--- config.mk ---
export PLATFORM = sky130hd
export DESIGN_NAME = operand_dispatcher
export DESIGN_NICKNAME = d
export VERILOG_FILES = /design/src/rtl/operand_dispatcher.sv
export SDC_FILE = /design/constraint.sdc
export NUM_CORES = 1
export LEC_CHECK = 0
export ABC_CLOCK_PERIOD_IN_PS = 2500
export CAP_MARGIN = 30
export CORE_MARGIN = 4
export CORE_UTILIZATION = 45
export DETAILED_ROUTE_END_ITERATION = 7
export DONT_BUFFER_PORTS = 1
export GPL_TIMING_DRIVEN = 0
export HOLD_SLACK_MARGIN = 0.1
export SYNTH_ARGS = -nofsm -noshare
export SYNTH_HDL_FRONTEND = slang
export SYNTH_SLANG_ARGS = --single-unit
--- constraint.sdc ---
create_clock -name clock -period 2.5 [get_ports clock]
set_input_delay 0.25 -clock clock [delete_from_list [all_inputs] [get_ports clock]]
set_output_delay 0.25 -clock clock [all_outputs]
set_load 0.03 [all_outputs]
--- src/rtl/operand_dispatcher.sv ---
// Operand-tuple queue feeding a downstream polynomial block: FIFO, issue FSM, result capture.
// Optional watchdog on WAIT_VALID, enabled by defining OPERAND_DISPATCHER_TIMEOUT_EN.
module operand_dispatcher #(
   parameter int DEPTH   = 4,
   parameter int TIMEOUT = 255
) (
   input  logic               clock,
   input  logic               reset,
   input  logic               push,
   input  logic signed [7:0]  x_in,
   input  logic signed [15:0] a_in,
   input  logic signed [15:0] b_in,
   input  logic signed [15:0] c_in,
   output logic               full,
   output logic               empty,
   output logic               overflow,
   output logic signed [7:0]  x,
   output logic signed [15:0] a,
   output logic signed [15:0] b,
   output logic signed [15:0] c,
   output logic               enable,
   input  logic               ready,
   input  logic               valid,
   input  logic signed [15:0] y,
   output logic signed [15:0] y_out,
   output logic               y_strobe,
   output logic               error
);

   localparam int PW = $clog2(DEPTH);

   typedef enum logic [1:0] {IDLE, ISSUE, WAIT_VALID, WAIT_READY} state_t;

   logic [55:0]   mem [DEPTH];
   logic [PW-1:0] wr_ptr_reg;
   logic [PW-1:0] rd_ptr_reg;
   logic [PW:0]   count_reg;
   logic [55:0]   head;
   logic          push_ok;
   logic          pop;
   state_t        state_reg;
   logic          valid_prev_reg;
   logic          valid_edge;
   logic          timeout_hit;

   assign full       = (count_reg == (PW+1)'(DEPTH));
   assign empty      = (count_reg == '0);
   assign push_ok    = push && !full;
   assign pop        = (state_reg == IDLE) && !empty && ready;
   assign head       = mem[rd_ptr_reg];
   assign valid_edge = valid && !valid_prev_reg;

   always_ff @(posedge clock) begin
      if (push_ok)
         mem[wr_ptr_reg] <= {x_in, a_in, b_in, c_in};
   end

   // A push into a full queue is dropped even when a pop frees a slot this cycle.
   always_ff @(posedge clock) begin
      if (reset) begin
         wr_ptr_reg <= '0;
         rd_ptr_reg <= '0;
         count_reg  <= '0;
         overflow   <= 1'b0;
      end else begin
         if (push && full)
            overflow <= 1'b1;
         if (push_ok)
            wr_ptr_reg <= wr_ptr_reg + PW'(1);
         if (pop)
            rd_ptr_reg <= rd_ptr_reg + PW'(1);
         case ({push_ok, pop})
            2'b10:   count_reg <= count_reg + (PW+1)'(1);
            2'b01:   count_reg <= count_reg - (PW+1)'(1);
            default: count_reg <= count_reg;
         endcase
      end
   end

   always_ff @(posedge clock) begin
      if (reset) begin
         state_reg      <= IDLE;
         x              <= '0;
         a              <= '0;
         b              <= '0;
         c              <= '0;
         enable         <= 1'b0;
         y_out          <= '0;
         y_strobe       <= 1'b0;
         valid_prev_reg <= 1'b0;
      end else begin
         valid_prev_reg <= valid;
         enable         <= 1'b0;
         y_strobe       <= 1'b0;
         case (state_reg)
            IDLE: begin
               if (pop) begin
                  x         <= head[55:48];
                  a         <= head[47:32];
                  b         <= head[31:16];
                  c         <= head[15:0];
                  enable    <= 1'b1;
                  state_reg <= ISSUE;
               end
            end
            ISSUE: state_reg <= WAIT_VALID;
            WAIT_VALID: begin
               // Only a fresh rising edge counts; a level left over from the last result is ignored.
               if (valid_edge) begin
                  y_out     <= y;
                  y_strobe  <= 1'b1;
                  state_reg <= WAIT_READY;
               end else if (timeout_hit) begin
                  state_reg <= IDLE;
               end
            end
            WAIT_READY: begin
               if (ready)
                  state_reg <= IDLE;
            end
            default: state_reg <= IDLE;
         endcase
      end
   end

`ifdef OPERAND_DISPATCHER_TIMEOUT_EN
   localparam int TW = $clog2(TIMEOUT + 1);

   logic [TW-1:0] wd_cnt_reg;

   assign timeout_hit = (state_reg == WAIT_VALID) && !valid_edge &&
                        (wd_cnt_reg == TW'(TIMEOUT - 1));

   always_ff @(posedge clock) begin
      if (reset) begin
         wd_cnt_reg <= '0;
         error      <= 1'b0;
      end else begin
         if (state_reg != WAIT_VALID || timeout_hit)
            wd_cnt_reg <= '0;
         else
            wd_cnt_reg <= wd_cnt_reg + TW'(1);
         if (timeout_hit)
            error <= 1'b1;
      end
   end
`else
   logic unused_timeout;

   assign unused_timeout = ^TIMEOUT;
   assign timeout_hit    = 1'b0;
   assign error          = 1'b0;
`endif

endmodule

Word level (Yosys, flattened, before mapping)
Memories as Yosys holds them, arrays and structs flattened. A register that Yosys moved wholly into a read port is not among the register bits.
Index checks and enable logic that the tools add are counted.
{ "word_totals": {"ram_bits": 224, "word_cells": 50, "reg_bits": 29, "mem_count": 1, "output_inout_bits": 78, "in_bits": 77} }
{ "classes": {"mux": 9, "n_addsub": 4, "n_reduce_logical": 16, "eq_ne": 9, "bitwise_logic": 2} }
{ "mem_list": {"columns": ["memory", "words", "width", "rd", "rd_clocked_by_memory_dff", "write_ports", "line", "source"], "rows": [
  ["mem", 4, 56, 1, 1, 1, "34", "logic [55:0] mem [DEPTH];"]
]} }
{ "op_table": {"columns": ["cell", "count"], "rows": [
  ["2-bit case mux with 4 select lines", 1],
  ["2-bit == test (second input constant)", 3],
  ["2-bit 2-to-1 mux", 3],
  ["2-bit inequality test (second input constant)", 3],
  ["3-bit case mux with 2 select lines", 1],
  ["1-bit logical AND", 5],
  ["2-bit by 1-bit adder with 2-bit output (second input constant)", 2],
  ["2-bit by 1-bit == test with 1-bit output (second input constant)", 2],
  ["1-bit 2-to-1 mux", 4],
  ["2-bit AND reduction", 2],
  ["2-bit OR reduction", 2],
  ["3-bit by 1-bit adder with 3-bit output (second input constant)", 1],
  ["3-bit == test (second input constant)", 1],
  ["1-bit zero test", 3],
  ["3-bit zero test", 1],
  ["3-bit AND reduction", 1],
  ["3-bit by 1-bit subtractor with 3-bit output (second input constant)", 1],
  ["2-bit zero test", 1],
  ["1-bit inverter", 2],
  ["2-bit nonzero test", 1]
]} }

Longest topological paths before layout
Gate-level depths: netlist of the first run.
{ "depth": {"ltp_word": 6, "depth_mapped": 11, "ltp_nobuf": 10} }

Worst setup path before layout of the first run
No wires, ideal clock.
{ "synth_timing": {"path_type": "register to register", "from": "register count_reg[0]", "to": "memory mem[0][0], enable pin", "path_buffers": 1, "t_arrival_ps": 2107, "synth_period_minus_slack_ps": 2527, "setup_time_ps": 420, "t_required_ps": 2080, "path_stages_with_launch": 4, "setup_slack_ps": -27, "cell_sequence": "dfxtp_1 > or3b_1 > clkbuf_1 > and3_1"} }
{ "synth_between": {"elab_chain_len": 5} }
{ "synth_lines": {"columns": ["element", "line", "source"], "rows": [
  ["start: declaration", "37", "logic [PW:0] count_reg;"],
  ["start signal: assignment", "73", "2'b10: count_reg <= count_reg + (PW+1)'(1);"],
  ["start signal: assignment", "74", "2'b01: count_reg <= count_reg - (PW+1)'(1);"],
  ["start signal: assignment", "75", "default: count_reg <= count_reg;"],
  ["3-bit == test", "46", "assign full = (count_reg == (PW+1)'(DEPTH));"],
  ["1-bit zero test", "48", "assign push_ok = push && !full;"],
  ["1-bit logical AND", "48", null],
  ["1-bit 2-to-1 mux", "54", "if (push_ok)"],
  ["1-bit 2-to-1 mux (not written as such)", "55", "mem[wr_ptr_reg] <= {x_in, a_in, b_in, c_in};"],
  ["end: declaration", "34", null]
]} }
Every way passes these cells.

Worst setup path in the final report of the first run
{ "layout_timing": {"from": "register count_reg[1]", "to": "register count_reg[2]"} }
{ "layout_between": {"elab_cells_between_ends": 13, "cone_classes": "add/sub: 2; eq/ne: 3; mux: 1; reduce/logical: 7"} }
{ "layout_rtl": {"columns": ["element", "line", "source"], "rows": [
  ["3-bit == test *", "46", null],
  ["named net full", "14", "output logic full,"],
  ["1-bit zero test *", "48", null],
  ["1-bit logical AND *", "48", null],
  ["2-bit by 1-bit == test with 1-bit output or 2-bit == test (tied branches)", "72", "case ({push_ok, pop})"],
  ["3-bit case mux with 2 select lines or 2-bit nonzero test (tied branches)", null, null]
]} }
The timed path passes the listed nets; every way through them passes the cells marked *.
A chain may end at the register's enable or synchronous reset.

==> impl_metrics.yaml, run 1 <==
logic_synthesis:
  netlist_instances: 569
  async_flop_share_pct: 0
  netlist_area_um2: 11100
  synthTopCellsByArea: "sky130_fd_sc_hd__edfxtp_1 61%, sky130_fd_sc_hd__dfxtp_1 15%, sky130_fd_sc_hd__mux4_2 11%"
  proportion_of_netlist_area_held_by_the_largest_area_contributor_pct: 60.8
  syn-mean-instance-area_um2: 19.4
  yosysUniqueCellTypes: 36
  synthMostInstantiatedCell: "sky130_fd_sc_hd__edfxtp_1"
  synth_nets: 656
  synthDominantAreaCellType: "sky130_fd_sc_hd__edfxtp_1"
  ys_warn_count: 0
  ys_ff_latch: 309
  ys_dominant_reg_cell: "sky130_fd_sc_hd__edfxtp_1"
  synth_sequential_area_ratio_pct: 76.2
  synth.cells.most_frequent: "224 x sky130_fd_sc_hd__edfxtp_1, 85 x sky130_fd_sc_hd__dfxtp_1, 56 x sky130_fd_sc_hd__a22o_1, 56 x sky130_fd_sc_hd__mux4_2, 32 x sky130_fd_sc_hd__nand2_1"
  synth_enable_flop_cells: 224
die:
  placement_rows: 57
  core_area_um2: 24200
  design.die.area_um2: 27200
  die_w_um: 165
  vertical_die_dimension_um: 165
  ioPinCount: 155
  floorplan.initialDensity_pct: 45.6
setup_path:
  timing.rr.end: "count_reg[2]$_SDFFE_PP0P_"
  worstPathRequired_ns: 2.96
  ff2ff_path_depth: 10
  regToRegStartpoint: "count_reg[1]$_SDFFE_PP0P_"
  maximum_fanout_count_along_the_critical_path: 5
  critical_path.endpoint_type: "flop"
  critPathLaunchType: "flop"
  critical_path_arrival_ns: 2.87
  critical_setup_path_kind: "flop to flop"
  rrSetupSlack_ns: 0.09
grt:
  grt_first_pass_wirelength_mm: 34.1
  overflow: 0
  number_of_global_route_vias_before_repair: 6044
  antenna_violations_before_repair: 1
  grt_usage_pct: 16.3
  grt_max_degree: 42
finish:
  final_layout_size_suffix_gt1_share_pct: 19.3
  n_fill_cell: 1897
  regMostFlops: "mem"
  fin_util_pct: 55.4
  area.growth.synth_to_final_pct: 21.4
  largest_reg_flops: 224
  finalNetCount: 776
  antennaDiodeCount: 0
drt:
  antenna_left: 0
  drc: 0
  drtPass1Iterations: 5
  dr.first_iter.drc_count: 233
  vias: 5543
  detail_route.vias_per_cell: 5.34
  route.detailed.wl_per_inst_um: 21.3
  postRouteWirelength_mm: 22.1
power:
  combinationalPowerShare_pct: 17.3
  netSwitchingFraction_pct: 27.6
  fin_total_pwr_uw: 13900
  power.sequential.fraction_pct: 50.0
  power_density_nw_per_um2: 1040
  clock_power_share_pct: 32.7
  internal-power_uw: 10100
  maximum_vdd_drop_mv: 0.668
  p_leak_uw: 0.00449
  p_switching_uw: 3840
worst_hold_path:
  min_delay_worst_endpoint: "mem[1][4]$_DFFE_PP_"
  min-delay-start: "push"
  worstHoldPathCells: 1
  hp-class: "input pin to flop"
run:
  max_cap_viol_count: 0
clocking:
  clock_edge_transition_at_the_registers_on_the_reported_setup_and_hold_paths_ns: 0.06
  worstSkewPairLatency_ns: 0.56
  cts_sinks: 309
  htree_levels: 1
  cts_tree: "built"
  clockRootBuffer: "sky130_fd_sc_hd__clkbuf_16"
  max-clock-path-buffers: 3
  cts-buffers-inserted: 31
place:
  hpwlAfterDp_mm: 13.4
  place.gp.congestion: 0.711
  placement.io_buffers: 0
sta:
  final_min_period_over_clock_period_pct: 96.5
  slew_headroom_pct: 51.4
  finalSetupTns_ns: 0
  finalMaxSlewViolations: 0
  finalSetupViolCount: 0
  rsz0062_at_grt: "false"
  maxClockFrequency_ghz: 0.414
  period_needed_ns: 2.41
  hold_viol_final: 0
  clock-skew-final_ns: 0.0170
  worst_slew_pin_slew_ns: 0.728
status:
  outcome: "finished clean"
[power groups by stage]
| stage | logic (uW) | registers, uW | clock network, uW |
|---|---|---|---|
| after global routing | 2660 | 7030 | 4950 |
| after global placement | 2190 | 7080 | 0 |
| after floorplan | 1770 | 6960 | 0 |
| after CTS | 2460 | 6980 | 4690 |
| final | 2410 | 6970 | 4560 |
| after detailed placement | 2310 | 7090 | 0 |
[per-layer routing]
metal	vias to the layer above	track usage, %	part of all wire, %
met5	-	0	0.059
met4	2	4.95	2.6
met3	46	4.49	6.8
met2	145	27.5	51
met1	2851	20.7	40
li1	2499	-	-
[what timing repair did]
| action | CTS | global route |
|---|---|---|
| setup buffers | 0 | 2 |
| endpoints found under the hold margin | 255 | 0 |
| pin swaps | 0 | 1 |
| setup endpoints to repair | 1 | 1 |
| hold buffers | 80 | 0 |
| resized for setup | 2 | 2 |
[final cells by class]
| class | instances | area [um^2] | area share [%] |
|---|---|---|---|
| clock buffers | 43 | 841 | 6.26 |
| well taps | 324 | 405 | 3.02 |
| inverters | 10 | 42.5 | 0.317 |
| multi-input cells | 217 | 2410 | 18.0 |
| plain buffers | 32 | 200 | 1.49 |
| repair buffers | 88 | 927 | 6.90 |
| flip-flops and latches | 309 | 8430 | 62.7 |
| clock inverters | 15 | 174 | 1.29 |
[per-stage QoR]
stage / hold WS (ns) / cell area, um^2 / setup WS (ns) / cells
after floorplan: 0.349 / 11100 / 0.168 / 569
after global placement: 0.349 / 11500 / -0.0907 / 893
after detailed placement: 0.349 / 11600 / -0.127 / 899
after CTS: 0.101 / 13400 / 0.0191 / 1036
after global routing: 0.105 / 13400 / 0.00679 / 1038
final: 0.121 / 13400 / 0.0867 / 1038
[how the worst max path moves through the flow]
| stage | start | slack [ns] | to | cells after the start |
|---|---|---|---|---|
| after floorplan | count_reg[2]$_SDFFE_PP0P_ | 0.17 | count_reg[2]$_SDFFE_PP0P_ | 11 |
| after global placement | count_reg[0]$_SDFFE_PP0P_ | -0.09 | mem[0][15]$_DFFE_PP_ | 3 |
| after detailed placement | count_reg[2]$_SDFFE_PP0P_ | -0.13 | count_reg[2]$_SDFFE_PP0P_ | 11 |
| after CTS | count_reg[2]$_SDFFE_PP0P_ | 0.02 | count_reg[2]$_SDFFE_PP0P_ | 10 |
| after global routing | count_reg[1]$_SDFFE_PP0P_ | 0.007 | count_reg[2]$_SDFFE_PP0P_ | 10 |
| final | count_reg[1]$_SDFFE_PP0P_ | 0.09 | count_reg[2]$_SDFFE_PP0P_ | 10 |
[critical path, stage by stage (launching register included)]
cell and delay, ns:
sky130_fd_sc_hd__dfxtp_1 0.36, sky130_fd_sc_hd__or3b_4 0.47, sky130_fd_sc_hd__inv_6 0.12, sky130_fd_sc_hd__nor2_1 0.05, sky130_fd_sc_hd__inv_1 0.06, sky130_fd_sc_hd__ha_1 0.17
sky130_fd_sc_hd__inv_1 0.06, sky130_fd_sc_hd__fa_1 0.38, sky130_fd_sc_hd__xor2_1 0.16, sky130_fd_sc_hd__or3_1 0.30, sky130_fd_sc_hd__a21oi_1 0.18
[logic make-up after synthesis]
kind of cell	synth area share (%)
adder cells (fa/ha/maj)	1.20
other	0.0339
AND/OR/NAND/NOR	2.50
buffers and inverters	2.18
flip-flops	76.2
XOR/XNOR	0.238
AO/OA/AOI/OAI	6.07
multiplexers	11.6
[placed cells by master, fill, tap and decap left out, types with 2 or more instances in the layout]
cell                            synthesis  final
sky130_fd_sc_hd__edfxtp_1             224    224
sky130_fd_sc_hd__nand3_1                2      2
sky130_fd_sc_hd__mux2i_1                2      2
sky130_fd_sc_hd__clkbuf_8               0      2
sky130_fd_sc_hd__and3_4                 0      4
sky130_fd_sc_hd__clkinv_2               0      6
sky130_fd_sc_hd__buf_2                  6      7
sky130_fd_sc_hd__ha_1                   9      9
sky130_fd_sc_hd__nand2b_1               5      5
sky130_fd_sc_hd__dlygate4sd3_1          0     80
sky130_fd_sc_hd__o21ai_0                3      3
sky130_fd_sc_hd__nor2_1                 9      9
sky130_fd_sc_hd__clkbuf_1              13     22
sky130_fd_sc_hd__mux4_2                56     56
sky130_fd_sc_hd__xor2_1                 2      2
sky130_fd_sc_hd__nand2_1               32     32
sky130_fd_sc_hd__clkinv_1               0      4
sky130_fd_sc_hd__inv_6                  0      2
sky130_fd_sc_hd__clkbuf_16              0     31
sky130_fd_sc_hd__buf_16                 0      3
sky130_fd_sc_hd__buf_4                  7      9
sky130_fd_sc_hd__bufinv_16              0      4
sky130_fd_sc_hd__buf_6                  6      6
sky130_fd_sc_hd__a22o_1                56     56
sky130_fd_sc_hd__inv_1                  9      9
sky130_fd_sc_hd__dfxtp_1               85     84
sky130_fd_sc_hd__a21oi_1               22     22
Note: power is estimated with default switching activity, not from simulation.
==> run 2, diff against run 1 <==
Settings changed: DONT_BUFFER_PORTS 1 to default, PLACE_DENSITY from default to 0.7.
==> run 2 against run 1 <==
Compared with the run above:
- flip-flop and latch count did not move
- sequential share of layout area down 3.4 points
- clock skew up 0.0035 ns
- clock power up 3%
- global-route usage up 0.27 points
- clock-buffer cell count is 3 lower
- critical path type unchanged
- critical endpoint unchanged
==> impl_metrics.yaml, run 2 (same netlist as run 1, synthesis figures left out) <==
status:
  outcome: "finished clean"
finish:
  footprint_of_the_flip_flops_and_latches_um2: 8430
  layout.cells.most_common_list: "224 x sky130_fd_sc_hd__edfxtp_1, 152 x sky130_fd_sc_hd__clkdlybuf4s50_1, 84 x sky130_fd_sc_hd__dfxtp_1"
  regMostFlops: "mem"
  largest_reg_flops: 224
  n_fill_cell: 1818
  finalNetCount: 845
  postLayoutCellArea_um2: 14200
  antennaDiodeCount: 0
  layout.cells.most_common: "sky130_fd_sc_hd__edfxtp_1"
  multiInputGateArea_um2: 2410
  final_layout_size_suffix_gt1_share_pct: 18.5
  area.growth.synth_to_final_pct: 28.3
setup_path:
  critical_setup_path_kind: "flop to flop"
  critPathLaunchType: "flop"
  critical_path.endpoint_type: "flop"
  maximum_fanout_count_along_the_critical_path: 7
  ff2ff_path_depth: 10
  regToRegStartpoint: "count_reg[1]$_SDFFE_PP0P_"
  critical_path_arrival_ns: 2.86
  worstPathRequired_ns: 2.99
  crit_start: "count_reg[1]$_SDFFE_PP0P_"
clocking:
  cts_sinks: 309
  cts-buffers-inserted: 31
  clockRootBuffer: "sky130_fd_sc_hd__clkbuf_16"
  max-clock-path-buffers: 3
  clock_edge_transition_at_the_registers_on_the_reported_setup_and_hold_paths_ns: 0.06
  htree_levels: 1
  cts_setup_buffers: 0
  worstSkewPairLatency_ns: 0.57
  post_cts_hold_buffer_count: 0
  cts_tree: "built"
sta:
  finalSetupViolCount: 0
  final_min_period_over_clock_period_pct: 94.8
  finalSetupTns_ns: 0
  clock-skew-final_ns: 0.0205
  period_needed_ns: 2.37
  hold_viol_final: 0
  worst_hold_slack_ns: 0.242
  worst_slew_pin_slew_ns: 0.727
  finalMaxSlewViolations: 0
  postLayoutSetupSlackWorst_ns: 0.129
  slew_headroom_pct: 51.5
  maxClockFrequency_ghz: 0.422
  rsz0062_at_grt: "false"
die:
  floorplan.initialDensity_pct: 45.6
  vertical_die_dimension_um: 165
  die_w_um: 165
  placement_rows: 57
  core_area_um2: 24200
  ioPinCount: 155
  design.die.area_um2: 27200
grt:
  grt_usage_pct: 16.5
  grt_first_pass_wirelength_mm: 34.8
  antenna_violations_before_repair: 1
  overflow: 0
  grt_max_degree: 40
  number_of_global_route_vias_before_repair: 6309
place:
  detailed_place.area_um2: 13100
  hpwlAfterDp_mm: 14.3
  place.gp.congestion: 0.731
  placement.io_buffers: 153
  dp_slack_ns: 0.0319
drt:
  dr.first_iter.drc_count: 258
  route.detailed.wl_per_inst_um: 20.5
  vias: 5781
  drc: 0
  detail_route.vias_per_cell: 5.22
  drtPass1Iterations: 4
  postRouteWirelength_mm: 22.7
  antenna_left: 0
power:
  p_leak_uw: 0.00473
  maximum_vdd_drop_mv: 0.738
  power_density_nw_per_um2: 1030
  fin_total_pwr_uw: 14600
worst_hold_path:
  hp-class: "input pin to flop"
  worstHoldPathCells: 3
  min-delay-start: "y[10]"
run:
  max_cap_viol_count: 0
==> run 2: cell types whose count changed in the layout (fill, tap and decap cells not counted), sizes merged <==
| cell | previous run | this run |
|---|---|---|
| dlygate4sd3 | 80 | 0 |
| inv | 11 | 13 |
| dlygate4sd2 | 0 | 1 |
| buf | 27 | 23 |
| clkbuf | 56 | 53 |
| clkdlybuf4s50 | 0 | 152 |
| clkinvlp | 0 | 3 |
| bufinv | 4 | 2 |
==> run 2: critical path: stages, from the launching register on <==
cell                      delay, ns
sky130_fd_sc_hd__dfxtp_1       0.35
sky130_fd_sc_hd__or3b_4        0.46
sky130_fd_sc_hd__inv_2         0.11
sky130_fd_sc_hd__nor2_1        0.05
sky130_fd_sc_hd__inv_1         0.05
sky130_fd_sc_hd__ha_1          0.19
sky130_fd_sc_hd__inv_1         0.08
sky130_fd_sc_hd__fa_1          0.39
sky130_fd_sc_hd__xor2_1        0.17
sky130_fd_sc_hd__or3_1         0.32
sky130_fd_sc_hd__a21oi_1       0.14
==> run 2: final timing paths <==
kind / end / slack [ns]
worst min-delay path: y_out[10]$_SDFFE_PP0P_ / 0.24
worst max register to register: count_reg[2]$_SDFFE_PP0P_ / 0.13
worst min register to register: y_out[9]$_SDFFE_PP0P_ / 0.45
worst max-delay path: count_reg[2]$_SDFFE_PP0P_ / 0.13
==> run 2: layer usage <==
| layer | part of all wire, % | track usage [%] | up-vias |
|---|---|---|---|
| li1 | - | - | 2647 |
| met1 | 40 | 21.1 | 2947 |
| met2 | 51 | 29.1 | 152 |
| met3 | 6.8 | 3.42 | 33 |
| met4 | 1.5 | 4.23 | 2 |
| met5 | 0.057 | 0 | - |
==> run 2: final cells by class <==
class	count	share of cell area [%]
Sequential cell	309	59.4
Multi-Input combinational cell	217	17.0
Timing Repair Buffer	157	11.6
Clock buffer	40	6.29
Tap cell	324	2.86
Buffer	32	1.41
Clock inverter	18	1.22
Inverter	10	0.264
==> run 2: timing repair <==
| item | 4_1_cts | 5_1_grt |
|---|---|---|
| pin swaps | 0 | 1 |
| resized for setup | 2 | 1 |
| setup endpoints to repair | 2 | 1 |
==> run 2: per-stage QoR <==
step           instances  utilization, %
2_1_floorplan        569               -
5_1_grt             1107            58.5
6_report            1107            58.5
3_3_place_gp        1046            53.6
4_1_cts             1108            58.5
3_5_place_dp        1050            54.1
==> run 2: power breakdown <==
part	switching [uW]	internal, uW	total (uW)
Sequential	275	6120	6400
Clock	1950	2750	4690
Combinational	1830	1670	3500
